File: src/rtl/pipelined_adder_if.sv
// Operand/result bundle for the pipelined adder.
// Both sides use the same valid/ready rule: a beat moves only in a cycle
// where valid and ready are both high. A source holding valid keeps its
// payload stable until the beat is taken. ready may depend on the
// other side's signals in the same cycle, but valid must not wait for ready.
interface pipelined_adder_if #(
    parameter int WIDTH = 8
);
    logic             in_valid;
    logic             in_ready;
    logic [WIDTH-1:0] in_a;
    logic [WIDTH-1:0] in_b;
    logic             in_sub;
    logic             out_valid;
    logic             out_ready;
    logic [WIDTH-1:0] out_sum;
    logic             out_cout;
    logic             out_ovf;

    // Operand source and result consumer side
    modport master (
        output in_valid, in_a, in_b, in_sub, out_ready,
        input  in_ready, out_valid, out_sum, out_cout, out_ovf
    );

    // Adder side
    modport slave (
        input  in_valid, in_a, in_b, in_sub, out_ready,
        output in_ready, out_valid, out_sum, out_cout, out_ovf
    );
endinterface

File: src/rtl/pipelined_adder.sv
// Registered add/subtract unit split into STAGES equal carry slices.
// Stage k adds slice k of A and B' together with the carry registered by
// stage k-1. The full operands and the partial sum travel down the pipe with
// each op so that every slice sees its own op's bits. The whole pipe advances
// or holds as one unit, which gives a latency of STAGES cycles and one op
// per cycle when the consumer never stalls.
module pipelined_adder #(
    parameter int WIDTH  = 8,
    parameter int STAGES = 2
) (
    input  logic              clk,
    input  logic              rst,
    pipelined_adder_if.slave  bus
);
    if (WIDTH < 1 || STAGES < 1 || STAGES > WIDTH || (WIDTH % STAGES) != 0) begin : g_bad_params
        $error("pipelined_adder: WIDTH must be a nonzero multiple of STAGES, with 1 <= STAGES <= WIDTH");
    end

    localparam int SW   = WIDTH / STAGES;
    localparam int LAST = STAGES - 1;

    // Per-stage registers: operand copies, partial sum, slice carry, valid
    logic [WIDTH-1:0]  a_q [STAGES];
    logic [WIDTH-1:0]  b_q [STAGES];
    logic [WIDTH-1:0]  s_q [STAGES];
    logic [STAGES-1:0] c_q;
    logic [STAGES-1:0] v_q;

    // Next-state values for each stage
    logic [WIDTH-1:0]  a_d [STAGES];
    logic [WIDTH-1:0]  b_d [STAGES];
    logic [WIDTH-1:0]  s_d [STAGES];
    logic [SW:0]       sl_d [STAGES];
    logic [STAGES-1:0] c_d;
    logic [STAGES-1:0] v_d;

    logic advance;

    // Global stall: the pipe moves whenever the output slot is empty or being taken
    assign advance = !v_q[LAST] | bus.out_ready;

    // Slice adders: stage 0 works on the incoming op, later stages on the previous register
    always_comb begin
        a_d[0]  = bus.in_a;
        b_d[0]  = bus.in_sub ? ~bus.in_b : bus.in_b;
        s_d[0]  = '0;
        sl_d[0] = {1'b0, a_d[0][SW-1:0]} + {1'b0, b_d[0][SW-1:0]} + {{SW{1'b0}}, bus.in_sub};
        s_d[0][SW-1:0] = sl_d[0][SW-1:0];
        c_d[0]  = sl_d[0][SW];
        v_d[0]  = bus.in_valid;
        for (int k = 1; k < STAGES; k++) begin
            a_d[k]  = a_q[k-1];
            b_d[k]  = b_q[k-1];
            s_d[k]  = s_q[k-1];
            sl_d[k] = {1'b0, a_q[k-1][k*SW +: SW]} + {1'b0, b_q[k-1][k*SW +: SW]}
                    + {{SW{1'b0}}, c_q[k-1]};
            s_d[k][k*SW +: SW] = sl_d[k][SW-1:0];
            c_d[k]  = sl_d[k][SW];
            v_d[k]  = v_q[k-1];
        end
    end

    // Pipeline registers: clear on reset, shift together on advance, hold otherwise
    always_ff @(posedge clk or posedge rst) begin
        if (rst) begin
            for (int k = 0; k < STAGES; k++) begin
                a_q[k] <= '0;
                b_q[k] <= '0;
                s_q[k] <= '0;
            end
            c_q <= '0;
            v_q <= '0;
        end else if (advance) begin
            for (int k = 0; k < STAGES; k++) begin
                a_q[k] <= a_d[k];
                b_q[k] <= b_d[k];
                s_q[k] <= s_d[k];
            end
            c_q <= c_d;
            v_q <= v_d;
        end
    end

    assign bus.in_ready  = advance;
    assign bus.out_valid = v_q[LAST];
    assign bus.out_sum   = s_q[LAST];
    assign bus.out_cout  = c_q[LAST];
    // Overflow: operands agree in sign but the result does not
    assign bus.out_ovf   = (a_q[LAST][WIDTH-1] == b_q[LAST][WIDTH-1])
                         & (s_q[LAST][WIDTH-1] != a_q[LAST][WIDTH-1]);
endmodule

File: src/flat_wrapper.sv
// flat-port wrapper written by rule: the top's interface ports become plain ports
module pipelined_adder_flat 
#(
    parameter int WIDTH  = 8,
    parameter int STAGES = 2
)
  (clk, rst, bus_in_valid, bus_in_a, bus_in_b, bus_in_sub, bus_out_ready, bus_in_ready, bus_out_valid, bus_out_sum, bus_out_cout, bus_out_ovf);
  pipelined_adder_if #(.WIDTH(WIDTH)) bus_i ();
  input  logic clk;
  input  logic rst;
  input wire logic [$bits(bus_i.in_valid)-1:0] bus_in_valid;
  input wire logic [$bits(bus_i.in_a)-1:0] bus_in_a;
  input wire logic [$bits(bus_i.in_b)-1:0] bus_in_b;
  input wire logic [$bits(bus_i.in_sub)-1:0] bus_in_sub;
  input wire logic [$bits(bus_i.out_ready)-1:0] bus_out_ready;
  output wire logic [$bits(bus_i.in_ready)-1:0] bus_in_ready;
  output wire logic [$bits(bus_i.out_valid)-1:0] bus_out_valid;
  output wire logic [$bits(bus_i.out_sum)-1:0] bus_out_sum;
  output wire logic [$bits(bus_i.out_cout)-1:0] bus_out_cout;
  output wire logic [$bits(bus_i.out_ovf)-1:0] bus_out_ovf;
  assign bus_i.in_valid = bus_in_valid;
  assign bus_i.in_a = bus_in_a;
  assign bus_i.in_b = bus_in_b;
  assign bus_i.in_sub = bus_in_sub;
  assign bus_i.out_ready = bus_out_ready;
  assign bus_in_ready = bus_i.in_ready;
  assign bus_out_valid = bus_i.out_valid;
  assign bus_out_sum = bus_i.out_sum;
  assign bus_out_cout = bus_i.out_cout;
  assign bus_out_ovf = bus_i.out_ovf;
  pipelined_adder #(.WIDTH(WIDTH), .STAGES(STAGES)) u_core (.clk(clk), .rst(rst), .bus(bus_i));
endmodule
File: config.mk
export PLATFORM = sky130hd
export DESIGN_NAME = pipelined_adder_flat
export DESIGN_NICKNAME = d
export VERILOG_FILES = /design/src/rtl/pipelined_adder_if.sv /design/src/rtl/pipelined_adder.sv /design/src/flat_wrapper.sv
export SDC_FILE = /design/constraint.sdc
export NUM_CORES = 1
export LEC_CHECK = 0
export ABC_CLOCK_PERIOD_IN_PS = 5000
export CORE_MARGIN = 8
export CORE_UTILIZATION = 38
export DETAILED_ROUTE_END_ITERATION = 8
export GPL_TIMING_DRIVEN = 0
export MAX_ROUTING_LAYER = met4
export SETUP_SLACK_MARGIN = 0.5
export SLEW_MARGIN = 20
export SYNTH_ARGS = -nofsm -noshare
export SYNTH_HDL_FRONTEND = slang
export SYNTH_SLANG_ARGS = --single-unit
File: constraint.sdc
create_clock -name clk -period 5 [get_ports clk]
set_clock_uncertainty 0.15 [all_clocks]
set_input_delay 1.25 -clock clk [delete_from_list [all_inputs] [get_ports clk]]
set_output_delay 1.25 -clock clk [all_outputs]
set_load 0.01 [all_outputs]
==> results by group <==
Global route
  • Largest net degree at the start of global routing: 27
  • GRT Total Usage: 11.45%
  • Global-route wire length before repair: 4.802 mm
  • Antenna violations before repair: 0
  • Met1 Use GR: 13.43%
  • GRT busiest layer: met2
  • Via count of the first global-routing pass: roughly 1000
  • GR Layer Usage met2: 18.71%
  • Met3 Usage GRT: about 1.6%
  • Aggregate global routing overflow: 0

Place
  • RePlAce Congestion: 0.7831
  • Placement Cell Area: about 1700 µm²
  • PortBufs: 31
  • Dpl hpwl: 2.347 mm

Finish
  • Commonest non-fill, non-tap cells in the layout: nand2_1 (45), clkdlybuf4s50_1 (31), dfrtp_1 (26)
  • Synth-to-Final Area Change: 31.87%
  • Nets: 208
  • Most common cell after layout, fill and taps aside: nand2_1
  • Ant diodes: 0
  • Layout cells sized above 1: 5.650%
  • Post-route cell area: 1760 µm²

Synthesis
  • Distinct cells, synth: 27
  • Sequential share of the synthesized area: a little under 50%
  • Syn Area/Cell: 9.402 µm²
  • Synth warn: 0
  • Mapped Nets: 172
  • Syn Inst Count: 142
  • Netlist Area Pre-Place: 1335 µm²
  • Flip-flop and latch count after synthesis: 26

Clock tree
  • CTS max path bufs: 2
  • Post-CTS setup buffer count: 0
  • Worst-path clk slew: 0.15 ns
  • TritonCTS buffer count: 3
  • CTS sink count: 26
  • CTS tree: done
  • Number of H-tree levels: 1
  • CTS Root Buffer Type: clkbuf_4
  • Worst-Skew Late Latency: approximately 0.32 ns

STA
  • Final Max Tran Viols: 0
  • Final period utilization: 87.58%
  • Final Hold Viols: 0
  • Slew @ Worst Pin: 0.9095 ns
  • Fmax: around 230 MHz
  • Slew HR: 38.99%
  • Unrepaired setup endpoints after global routing: no
  • Min Tclk post-route: 4.379 ns
  • Setup_tns: 0 ns
  • Final setup vio count: 0

Min path
  • Hold path startpoint: u_core.bus.out_sum[0]
  • Type of the worst min-delay path: reg -> reg

Power
  • PD cells: between 300 and 400 nW/µm²
  • Maximum vdd drop: 133.2 µV
  • Leak Pwr: between 0.8 and 0.9 nW

Route
  • Post-route ant nets: 0
  • Via density: 4.511
  • Routed WL per cell: 12.97 µm
  • Final wirelength: 2.893 mm
  • DRC errors left: 0
  • Vias: 1006
  • DRT Pass-1 Iters: 4
  • Drt initial violations: 51

Critical path
  • Slowest stage delay, CP: 0.55 ns
  • Kind of critical path: in -> out
  • Worst Setup SP: bus_out_ready
  • Crit path max fanout: 10
  • Crit. End Element: output pin
  • Req. time, crit path: 3.60 ns
  • Reg-to-Reg Start: u_core.b_d[4]
  • Crit-path slowest cell: clkdlybuf4s50_1
  • Most common cell on crit path: clkdlybuf4s50_1
  • CP Data Arrival Time: 2.98 ns
  • Critical path startpoint category: input pin
  • Crit path cell chain: clkdlybuf4s50_1 -> nor2b_1 -> buf_2 -> inv_1 -> clkbuf_4 -> buf_4 -> clkdlybuf4s50_1

Floorplan
  • Num ports: 33
  • Die X: 75.27 µm
  • Die height: about 75 µm
  • Die Area: 5666 µm²
  • Effective utilization at floorplan: 39.69%
  • Core box area: 3363 µm²
  • Row count: 21

Outcome
  • Status: finished clean

Job
  • Number of max-cap violations: 0
==> critical path, delay by kind of cell <==
kind	cells	cell delay [ns]
buf+inv	6	1.68
simple gates	1	0.04
==> synthesized netlist by cell type <==
cell type	n	share of area (%)
and3_1	1	0.47
o21ai_0	9	3.4
a21oi_1	6	2.2
dfrtp_1	26	49
nor2_1	6	1.7
buf_6	1	0.84
a2111o_1	1	0.84
inv_1	7	2.0
and2_1	1	0.47
mux2i_1	1	0.75
xor2_1	5	3.3
nand2b_1	1	0.47
nand3_1	1	0.37
clkbuf_1	2	0.56
or4_1	1	0.56
nand2_1	45	13
xnor2_1	5	3.3
o2111ai_1	1	0.66
buf_2	4	1.5
nand4_1	1	0.47
mux2_4	1	1.1
fa_1	3	4.5
ha_1	6	5.6
a21o_1	2	1.1
nor2b_1	3	1.4
nor3b_1	1	0.56
a31oi_1	1	0.47
==> cell families (layout without fill, tap and decap cells) <==
group,count (synthesis),after routing,share of synthesized area [%]
muxes,2,2,1.874
adders and majority gates,9,9,10.12
and+or+nand+nor,61,61,19.12
DFF,26,26,48.73
xor gates and xnor gates,10,10,6.560
buffers and inverters,14,49,4.874
AOI/OAI and AO/OA,20,20,8.716
==> layer usage <==
layer	wire length, µm	vias up
met2	1416	21
met3	114	2
met5	0	-
met4	34	0
li1	-	526
met1	1327	457
==> power by group <==
group	switching, W	leakage, nW	internal, W
combinational	0.000110	0.483	0.000129
sequential	0.0000323	0.309	0.000263
clock	0.0000650	0.0279	0.0000810
==> per-stage QoR <==
stage	util, %	hold slack, ns	setup WS [ns]	power [W]	cells
6_report	52.34	0.3344	0.6211	0.0006797	223
5_1_grt	52.34	0.3827	0.5275	0.0007229	223
4_1_cts	52.27	0.3391	0.5677	0.0006896	223
3_5_place_dp	50.63	0.3057	0.4939	0.0005435	219
3_3_place_gp	50.63	0.2953	0.5164	0.0005342	219
2_1_floorplan	-	0.2800	1.736	0.0004226	142
==> path summary, 6_finish.rpt <==
check,depth (start not counted),end,slack [ns]
setup / recovery,7,bus_in_ready,0.62
hold / removal,2,u_core.bus.out_sum[0],0.33
setup reg to reg,4,u_core.bus.out_sum[5],3.27
hold reg to reg,2,u_core.bus.out_sum[0],0.33
max in group asynchronous,2,u_core.a_d[6],3.13
min in group asynchronous,2,u_core.bus.out_sum[3],1.14
==> registers in the layout (all words and copies together) (netlist names) <==
register            flops
u_core.v_q              2
u_core.b_d              4
u_core.s_d              4
u_core.bus.out_sum      8
u_core.b_q              1
u_core.a_q              1
u_core.a_d              4
u_core.c_q              2
==> area by class of cell <==
type	instances	area, µm²
Timing Repair Buffer	31	310.3
Sequential cell	26	650.6
Clock inverter	1	30.03
Buffer	7	43.79
Fill cell	342	1603
Clock buffer	3	22.52
Multi-Input combinational cell	102	619.3
Inverter	7	26.28
Tap cell	46	57.56
==> repair_timing <==
item	CTS	global route
setup endpoints to repair	1	1
gates cloned	0	0
resized for setup	1	1
hold buffers	0	0
Power figures use the tool's default switching activity.
==> RTL change 1: new RTL, config.mk and constraints unchanged <==
Reset style: synchronous (`rst`), changed in one clocked block.
--- a/src/rtl/pipelined_adder.sv
+++ b/src/rtl/pipelined_adder.sv
@@ -63,3 +63,3 @@
     // Pipeline registers: clear on reset, shift together on advance, hold otherwise
-    always_ff @(posedge clk or posedge rst) begin
+    always_ff @(posedge clk) begin
         if (rst) begin
Behaviour: differs if rst is asserted again (counterexample within 4 cycles, from zero or initial values and one cycle with rst high); with rst held inactive, the same outputs for 10 cycles.
==> RTL change 1 against the unedited design <==
- final cell count down 16%
- area after synthesis down 1.4%
- wire length down 12%
- worst setup slack better by 310 ps
- global-route usage down 1.4 points
- cell area down 2.3%
- fmax up 7.7%
- utilization down 0.79 points
- first-iteration DRC count down 24%
- sequential cell count unchanged
- synthesized cell count down 25%
- critical path type unchanged
Power is not compared: it rests on default switching activity, and its combinational part moved more than twofold at a synthesized area within 25%.
==> RTL change 1: results <==
group,metric,value,unit
worst_setup_path,r2r_setup_slack,3210,ps
synthesis,synth_compound_area_share,6.559,%
synthesis,syn_inst,106,
synthesis,synth.area.top_cells,"edfxtp_1, dfxtp_1, and3_1",
cells_and_area,sh_seq_area,43.05,%
cells_and_area,multi_input_area,531.8,um2
global_route,grt_pass1_wl,4202,um
placement,place_inst,183,
cells_and_area,n_fill_cell,309,
hold_path,holdPathEnd,"u_core.v_q[0]",
worst_setup_path,worstReg2RegStart,"u_core.b_q[0][4]",
synthesis,synth-edff-count,22,
placement,finalWeightedCongestion,0.7840,
hold_path,hold_start,"u_core.v_q[0]",
clock_tree,post_cts_resized,0,
synthesis,synth_xor_area_share,5.989,%
cells_and_area,num-nets-final,172,
synthesis,synth_fa_ha_area_share,10.27,%
floorplanning,dieArea,0.005603,mm2
synthesis,seq_area_frac_synth,56.27,%
global_route,met3_usage,1.864,%
worst_setup_path,slowest_delay,570,ps
cells_and_area,inverters_excl_clock,5,
global_route,first_global_vias,919,
cells_and_area,buf_share,19.49,%
routing,wl_per_cell,13.57,um
cells_and_area,area_delta_synth_final,30.70,%
routing,vias,882,
placement,pre_cts_ws,932.7,ps
worst_setup_path,crit-reg2reg-capture,"u_core.s_q[0][15]",
synthesis,synth_common_cells,"edfxtp_1, and3_1, nor2_1",
synthesis,synth_fp_nets,136,
outcome,outcome,"completed",
timing,whs,321.7,ps
worst_setup_path,arrival,2660,ps
## RTL change 1: changes by cell type after synthesis, moves of 4 or more
cell	unedited run	this run
dfxtp_1	0	4
nand2_1	45	6
and3_1	1	12
nor2_1	6	12
o21ai_0	9	3
edfxtp_1	0	22
dfrtp_1	26	0
## RTL change 1: power groups by stage
| stage | Combinational (uW) | Clock (uW) | Sequential (uW) |
|---|---|---|---|
| 5_1_grt | 119 | 113 | 271 |
| 2_1_floorplan | 54.7 | 0 | 277 |
| 4_1_cts | 110 | 105 | 269 |
| 6_report | 108 | 103 | 268 |
| 3_5_place_dp | 109 | 0 | 274 |
| 3_3_place_gp | 107 | 0 | 272 |
## RTL change 1: metal layers
| layer | part of all wire (%) | vias to the layer above |
|---|---|---|
| met5 | 0 | - |
| met4 | 1.6 | 0 |
| met3 | 4.1 | 2 |
| met2 | 48 | 24 |
| met1 | 46 | 415 |
| li1 | - | 441 |
==> RTL change 2: new RTL, same flow settings <==
Made on the original files. `STAGES` is set to 2 in 2 places; all go to 4.
--- a/src/rtl/pipelined_adder.sv
+++ b/src/rtl/pipelined_adder.sv
@@ -8,3 +8,3 @@
     parameter int WIDTH  = 8,
-    parameter int STAGES = 2
+    parameter int STAGES = 4
 ) (
--- a/src/flat_wrapper.sv
+++ b/src/flat_wrapper.sv
@@ -4,3 +4,3 @@
     parameter int WIDTH  = 8,
-    parameter int STAGES = 2
+    parameter int STAGES = 4
 )
Function: changed (Yosys sat finds a counterexample within 4 cycles, from zero or initial values and one cycle with rst high).
==> RTL change 2 against the unedited design <==
- cell area increased by 72%
- area after synthesis increased by 89%
- utilization decreased by 4.9 points
- first-iteration DRC count increased by 20%
- worst setup slack improved by 470 ps
- register-to-register slack improved by 20 ps
- die area increased by 68%
- power increased to 2.5 times the old value
- sequential cell count increased by 28
- final cell count increased by 23%
- wire length increased by 49%
- count of clock-buffer cells in the layout increased by 4
- critical path type unchanged
- highest routed layer unchanged
==> RTL change 2: results <==
group,metric,value,unit
outcome,outcome,"completed",
power,p_leak,0.001434,uW
synthesis,synth_fp_nets,187,
cells_and_area,fin_util,47.43,%
cells_and_area,n_all_buffers,39,
synthesis,synth.area.top_cells,"dfrtp_1, mux2_4, fa_1",
synthesis,syn_avg_cell_area,15.86,um2
placement,finalWeightedCongestion,0.7736,
global_route,met3_usage,4.125,%
cells_and_area,drive_gt1_share,30.81,%
global_route,antenna_found_initial,0,
hold_path,holdPathEnd,"u_core.v_q[3]",
routing,wl_per_cell,15.67,um
synthesis,ys_types,17,
placement,pre_cts_ws,1091,ps
clock_tree,cts.sinks,54,
worst_setup_path,r2r_setup_slack,3290,ps
routing,wl_met1,2061,um
worst_setup_path,arrival,2510,ps
clock_tree,post_cts_resized,0,
synthesis,seq_area_frac_synth,53.60,%
hold_path,min_path_cells,1,
cells_and_area,num-nets-final,225,
cells_and_area,inverters_excl_clock,16,
routing,route.met3.wl,238,um
cells_and_area,sh_seq_area,44.61,%
clock_tree,cts_buffers,5,
global_route,grt_use_met1,11.92,%
cells_and_area,multi_input_cells,81,
placement,postPlaceCellArea,0.002938,mm2
cells_and_area,final_cells,275,
timing,whs,339.6,ps
clock_tree,cts_root_buffer,"clkbuf_8",
cells_and_area,clock_tree_area_fraction,3.015,%
routing,wl_met2,1975,um
global_route,first_global_vias,1501,
clock_tree,h-tree-depth,2,
global_route,use_met2,14.49,%
placement,portBuffers,30,
routing,vias_per_cell,4.655,
global_route,grt_pass1_wl,7341,um
hold_path,hold_start,"u_core.v_q[2]",
worst_setup_path,crit-reg2reg-capture,"u_core.bus.out_sum[7]",
worst_setup_path,worstReg2RegStart,"u_core.b_d[6]",
cells_and_area,multi_input_area_share,32.92,%
power,irDropWorstVdd,0.3019,mV
placement,place_inst,267,
timing,layout_setup_ws,1090,ps
global_route,grt_max_degree,37,
routing,drt_iter0_markers,61,
[RTL change 2: logic make-up after synthesis]
family / share of synthesized area, %
DFF: 53.60
muxes: 26.30
buffers and inverters: 6.849
and+or+nand+nor: 3.275
AOI/OAI and AO/OA: 1.638
xor gates and xnor gates: 2.779
adders and majority gates: 5.558
[RTL change 2: worst max-delay path by stage]
stage,from,cells past startpoint,endpoint
after global routing,bus_out_ready,5,bus_in_ready
final,bus_out_ready,5,bus_in_ready
after floorplan,bus_out_ready,4,bus_in_ready
after detailed placement,bus_out_ready,5,bus_in_ready
after CTS,bus_out_ready,5,bus_in_ready
after global placement,bus_out_ready,5,bus_in_ready
[RTL change 2: critical path: stages]
cell and delay, ps:
buf_6 110, nand2b_4 120, buf_6 180, buf_2 260
clkdlybuf4s50_1 580
[RTL change 2: report_power, final]
group / total, uW / internal (uW) / switching, uW / leakage [uW]
clock network: 247 / 112 / 135 / 0.0000482
logic: 728 / 464 / 264 / 0.000762
registers: 751 / 632 / 119 / 0.000623
